==> src/rtl/shift_add_multiplier.sv <==
// Multi-cycle unsigned WIDTH x WIDTH shift-and-add multiplier.
// The partial-product addition is done by an external ripple adder reached
// through the add_* ports; this block owns the operand registers and the
// shift/accumulate sequencing.
//
// Handshake: start is sampled only while idle (busy=0, done=0). The accepting
// edge captures mcand/mplier and raises busy. busy stays high for WIDTH
// cycles, then done pulses for exactly one cycle with product final. Requests
// seen while busy or done are dropped, not queued. product holds its value
// until the next accepted start.
module shift_add_multiplier #(
  parameter int WIDTH = 15,
  parameter int CNT_W = 4
) (
  input  logic               clk,
  input  logic               rst,
  input  logic               start,
  input  logic [WIDTH-1:0]   mcand,
  input  logic [WIDTH-1:0]   mplier,
  output logic               busy,
  output logic               done,
  output logic [2*WIDTH-1:0] product,
  output logic [WIDTH-1:0]   add_a,
  output logic [WIDTH-1:0]   add_b,
  output logic               add_c,
  input  logic [WIDTH-1:0]   add_s,
  input  logic               add_cout
);

  typedef enum logic [1:0] {
    IDLE = 2'd0,
    RUN  = 2'd1,
    DONE = 2'd2
  } state_t;

  state_t           state;
  state_t           state_next;
  logic [WIDTH-1:0] p_hi;
  logic [WIDTH-1:0] p_lo;
  logic [WIDTH-1:0] m;
  logic [CNT_W-1:0] cnt;
  logic [WIDTH:0]   csum;
  logic             last_iter;

  // Carry/sum to shift in: adder result when the current multiplier bit is
  // set, otherwise the high half unchanged.
  assign csum      = p_lo[0] ? {add_cout, add_s} : {1'b0, p_hi};
  assign last_iter = (cnt == CNT_W'(WIDTH - 1));

  assign add_a   = p_hi;
  assign add_b   = m;
  assign add_c   = 1'b0;
  assign product = {p_hi, p_lo};

  // State register.
  always_ff @(posedge clk or posedge rst) begin
    if (rst) begin
      state <= IDLE;
    end else begin
      state <= state_next;
    end
  end

  // Next-state and handshake outputs.
  always_comb begin
    state_next = state;
    busy       = 1'b0;
    done       = 1'b0;
    case (state)
      IDLE: begin
        if (start) begin
          state_next = RUN;
        end
      end
      RUN: begin
        busy = 1'b1;
        if (last_iter) begin
          state_next = DONE;
        end
      end
      DONE: begin
        done       = 1'b1;
        state_next = IDLE;
      end
      default: begin
        state_next = IDLE;
      end
    endcase
  end

  // Operand capture and one shift-accumulate iteration per RUN cycle.
  always_ff @(posedge clk or posedge rst) begin
    if (rst) begin
      p_hi <= '0;
      p_lo <= '0;
      m    <= '0;
      cnt  <= '0;
    end else begin
      case (state)
        IDLE: begin
          if (start) begin
            m    <= mcand;
            p_lo <= mplier;
            p_hi <= '0;
            cnt  <= '0;
          end
        end
        RUN: begin
          // 31-bit {carry, sum, p_lo} shifted right by one, LSB dropped.
          p_hi <= csum[WIDTH:1];
          p_lo <= {csum[0], p_lo[WIDTH-1:1]};
          cnt  <= cnt + 1'b1;
        end
        default: begin
        end
      endcase
    end
  end

endmodule
==> config.mk <==
export PLATFORM = sky130hd
export DESIGN_NAME = shift_add_multiplier
export DESIGN_NICKNAME = d
export VERILOG_FILES = /design/src/rtl/shift_add_multiplier.sv
export SDC_FILE = /design/constraint.sdc
export NUM_CORES = 1
export LEC_CHECK = 0
export BUFFER_PORTS_ARGS = -buffer_cell sky130_fd_sc_hd__buf_2
export CAP_MARGIN = 0
export CORE_UTILIZATION = 30
export DETAILED_ROUTE_END_ITERATION = 16
export HOLD_SLACK_MARGIN = 0.06
export PLACE_DENSITY_LB_ADDON = 0.2
export RECOVER_POWER = 25
export SLEW_MARGIN = 40
export SYNTH_ARGS = -nofsm -noshare
export SYNTH_HDL_FRONTEND = slang
export SYNTH_SLANG_ARGS = --single-unit
export TNS_END_PERCENT = 1
==> constraint.sdc <==
create_clock -name clk -period 3.88 [get_ports clk]
set_input_delay 1.164 -clock clk [delete_from_list [all_inputs] [get_ports clk]]
set_output_delay 1.164 -clock clk [all_outputs]
set_load 0.005 [all_outputs]
Word-level counts from Yosys, hierarchy flattened
Cells that the tools add are included.
{ "totals": {"ff_bits": 51, "word_cells": 28} }
{ "classes": {"addsub": 1, "n_eq_ne": 5, "muxes": 12, "reduce_logical": 5} }
{ "op_table": {"columns": ["cell", "count"], "rows": [
  ["$pmux 15 s2", 2],
  ["$mux 15", 2],
  ["$mux 16", 1],
  ["$pmux 4 s2", 1],
  ["$reduce_and 2->1", 3],
  ["$add 4x1->4 const B", 1],
  ["$eq 4x4->1 const B", 1],
  ["$mux 2", 2],
  ["$mux 4", 1],
  ["$ne 2x2->1 const B", 2],
  ["$pmux 2 s2", 1],
  ["$eq 2x1->1 const B", 1],
  ["$eq 2x2->1 const B", 1],
  ["$logic_not 2->1", 1],
  ["$mux 1", 2],
  ["$reduce_bool 2->1", 1]
]} }

Depth between registers and ports, before layout
{ "depth": {"word_depth": 3, "mapped_depth": 7, "mapped_depth_nobuf": 4} }

Worst setup path before layout
Ideal clock, no wire load.
{ "synth_path": {"path_kind": "reg-to-output", "start": "register state[0]", "end": "output busy", "arrival_time_ps": 1005, "slack_ps": 1711, "stages_incl_launch_ff": 6, "n_path_buf": 3, "path_cell_list": "dfrtp_1 -> buf_2 -> nand2b_1 -> buf_2 -> inv_2 -> buf_2"} }
{ "synth_via": {"elab_chain_len": 2} }
{ "synth_lines": {"columns": ["item", "line", "rtl"], "rows": [
  ["start, declared", "36", "state_t state;"],
  ["start signal, assigned", "60", "state <= state_next;"],
  ["$eq 2x1->1", "69", "case (state)"],
  ["$mux 1", "69", null],
  ["end, declared", "20", "output logic busy,"]
]} }
No other way between the ends.

Final worst setup path
{ "layout_path": {"start": "input start", "end": "register m[8], in the netlist add_b[8]"} }
{ "layout_via": {"elab_chain_len": 1} }
{ "layout_lines": {"columns": ["item", "line", "rtl"], "rows": [
  ["start, declared", "17", "input logic start,"],
  ["$reduce_and 2->1 (no line)", null, null],
  ["end signal, assigned", "102", "m <= mcand;"],
  ["end, declared", "40", "logic [WIDTH-1:0] m;"]
]} }
No other way between the ends.
A chain may end at the register's enable or synchronous reset.

==> implementation parameters <==
Parameter                              Value

Critical path
  Setup Crit Path Kind    in -> reg
  Startpoint of the most critical register-to-register path    state[1]
  CP endpoint kind    flip-flop
  Critical path data arrival time    ~3200 ps
  Cell count of the worst reg-to-reg path    3
  Element type at the critical path start    input port
  Data required time at the worst endpoint    approximately 4100 ps
  Endpoint of the most critical register-to-register path    add_b[8]
  Critical Path Fanout Max    17
  Register-to-Register Setup Slack    approximately 1600 ps

Drt
  Via count of the routed design    1966
  Via density per instance    roughly 4.7
  Number of remaining DRC errors    0
  Per-cell routed wire length    13.4 um
  Number of detailed-routing iterations run before antenna repair    4
  Total length of routed wires    about 5600 um
  Final antenna-violating net count    0
  Initial detailed-routing violation count    ~90

Clocking
  Root Driver    clkbuf_8
  Total clock buffers created by CTS    5
  Clock transition at path regs    100 ps
  Clock insertion delay at the later pin of the skew report    300 ps
  # hold bufs at CTS    0
  # H-tree levels    2
  Post-CTS sizing    0
  Post-CTS repair timing setup buffer count    0
  CTS tree    done
  Clock tree buffer depth    2
  Clock net sink count    between 50 and 60

Placed design
  Count of buffers inserted at the top-level ports    110
  Worst setup slack after placement    roughly 1100 ps
  Routability congestion estimate from global placement    0.699
  Total instance count after detailed placement    ~400
  Detail Placement HPWL    approximately 3800 um

STA
  Slew of the pin with the lowest slew margin    1440 ps
  Max-slew violation total from the final report    0
  Count of endpoints failing setup in the final report    0
  PnR worst setup slack    ~850 ps
  Fmax    0.330 GHz
  Total negative setup slack    0 ps
  Final critical path time including I/O delays and setup    around 3000 ps
  Fraction of the cycle the final worst path needs    between 70% and 80%
  Slew HR    between 4 and 5%
  Setup Skew    around 9 ps
  Final number of hold-violating endpoints    0
  Setup repair after global routing missed its margin    false

Logic synthesis
  Synthesized net count    ~270
  Cell accounting for the most synthesized area    dfrtp_1
  Dominant synthesized flop cell    dfrtp_1
  Number of enable-type register cells in the synthesized netlist    0
  Yosys reg bits    between 50 and 60
  Cell area after synthesis    2440 sq um
  Fraction of the yosys area taken by sequential cells    between 50% and 60%
  Unique cell type count in the Yosys netlist    29
  Async set or reset register ratio after synthesis    100%
  Syn Inst Count    223
  Area fraction of the dominant cell type after synthesis    52.4%
  Top cells by area in the synthesized netlist    dfrtp_1 (52%), mux2_2 (6.9%), mux2i_1 (6.2%)
  Ranking of synthesized cells by instance count    dfrtp_1 (51), o21ai_0 (30), nand2_1 (17), buf_4 (16)
  Yosys synthesis warning count    0
  Most frequent cell after synthesis    dfrtp_1
  Mean area per synthesized cell    between 10 and 15 sq um

Finish
  Finished Layout Cells    420
  Area of combinational cells with multiple inputs    ~950 sq um
  Inserted Diodes    0
  Final layout net count    around 370
  Fraction of final layout cells with drive strength greater than 1    between 40% and 50%
  Filler instances    roughly 800
  Area Growth Syn to Fin    25.9%
  Sequential Area    ~1300 sq um
  Final core utilization    roughly 40%

Min path
  Cells on Worst Hold Path    1
  Path category of the worst min-delay check    reg -> reg
  Destination of the worst hold path    cnt[3]
  Source of the worst hold timing path    cnt[3]

Global route
  Number of antenna violations at the first check in global routing    0
  Wire length of the first global-routing pass    approximately 9000 um
  Via count of the first global-routing pass    1875
  Remaining Overflow, GRT    0
  Total routing resource utilization after global routing    13.7%
  Largest net degree at the start of global routing    32

Floorplan
  Chip Width    92.1 um
  Height of the die    ~90 um
  Initial Util    31.2%
  Number of top-level pins    112
  Site Rows    32
  Area of the core region    7810 sq um
  Floorplan die area    about 8500 sq um

Pwr
  Static leakage    1.52 nW
  Power density over cell area    749 nW/um^2
  Pwr Total    around 2.3 mW
  Highest ir drop seen on vdd    between 0.3 and 0.4 mV

Run status
  Result of the run    finished, final reports clean

Run
  Max capacitance violation total    0
## layout by cell type, fill, tap and decap left out
cell type,instances
o21ai_0,30
clkbuf_1,3
buf_4,4
inv_2,1
nand2_1,17
nor3b_1,1
a22oi_1,14
clkbuf_8,6
o21ai_1,1
mux2i_1,15
bufinv_16,1
a21oi_1,14
nand3b_1,2
ha_1,2
inv_1,2
a21o_1,1
mux2_2,15
nand3_1,1
nor2_1,2
conb_1,1
nor2b_1,13
nand2b_1,2
clkinv_2,1
dfrtp_1,51
and2b_1,4
a211oi_1,1
nand4_1,1
o31ai_1,1
o21bai_1,1
buf_2,109
a32o_1,1
## per-layer routing
metal	up-vias	GRT usage (%)	wire length [um]	share of wire, %
met5	-	0	0	0
met3	2	2.40	288	5.1
met4	0	5.08	36	0.64
met1	940	19.1	2660	47
met2	67	21.4	2640	47
li1	957	-	-	-
## power by group
group	internal [mW]	switching (mW)	total, mW
sequential	0.783	0.196	0.979
clock	0.209	0.176	0.385
combinational	0.486	0.446	0.933
## worst max-delay path, cell delays in order
cell	delay [ps]
clkbuf_1	520
nor3b_1	840
buf_4	330
mux2_2	350
## flip-flops by register name, indices dropped and copies added, names as in the netlist
register and cells:
cnt 4, p_lo 15, add_b 15, add_a 15, state 2
## cell families after synthesis
family                   synth area share [%]
AO/OA/AOI/OAI                            15.4
adder cells (fa/ha/maj)                  1.03
buffers and inverters                    8.12
flip-flops                               52.4
multiplexers                             13.1
other                                   0.154
AND/OR/NAND/NOR                          9.86
## through the flow
stage / cell area (sq um) / hold slack [ps]
finish: 3070 / 502
global route: 3070 / 515
CTS: 3080 / 499
detailed placement: 2970 / 481
global placement: 2970 / 463
floorplan: 2440 / 447
## area by class of cell
class / count / area share (%)
Sequential cell: 51 / 41.6
Timing Repair Buffer: 116 / 19.1
Clock buffer: 6 / 2.69
Tap cell: 102 / 4.16
Multi-Input combinational cell: 140 / 30.9
Clock inverter: 2 / 1.14
Inverter: 3 / 0.367
## worst max-delay path by stage
stage	from	endpoint	cells past startpoint
global route	rst	p_lo[3]	3
finish	start	add_b[8]	4
global placement	start	add_b[13]	3
CTS	state[1]	busy	3
detailed placement	start	add_b[4]	3
floorplan	rst	add_a[0]	1
(Power assumes the default switching activity.)
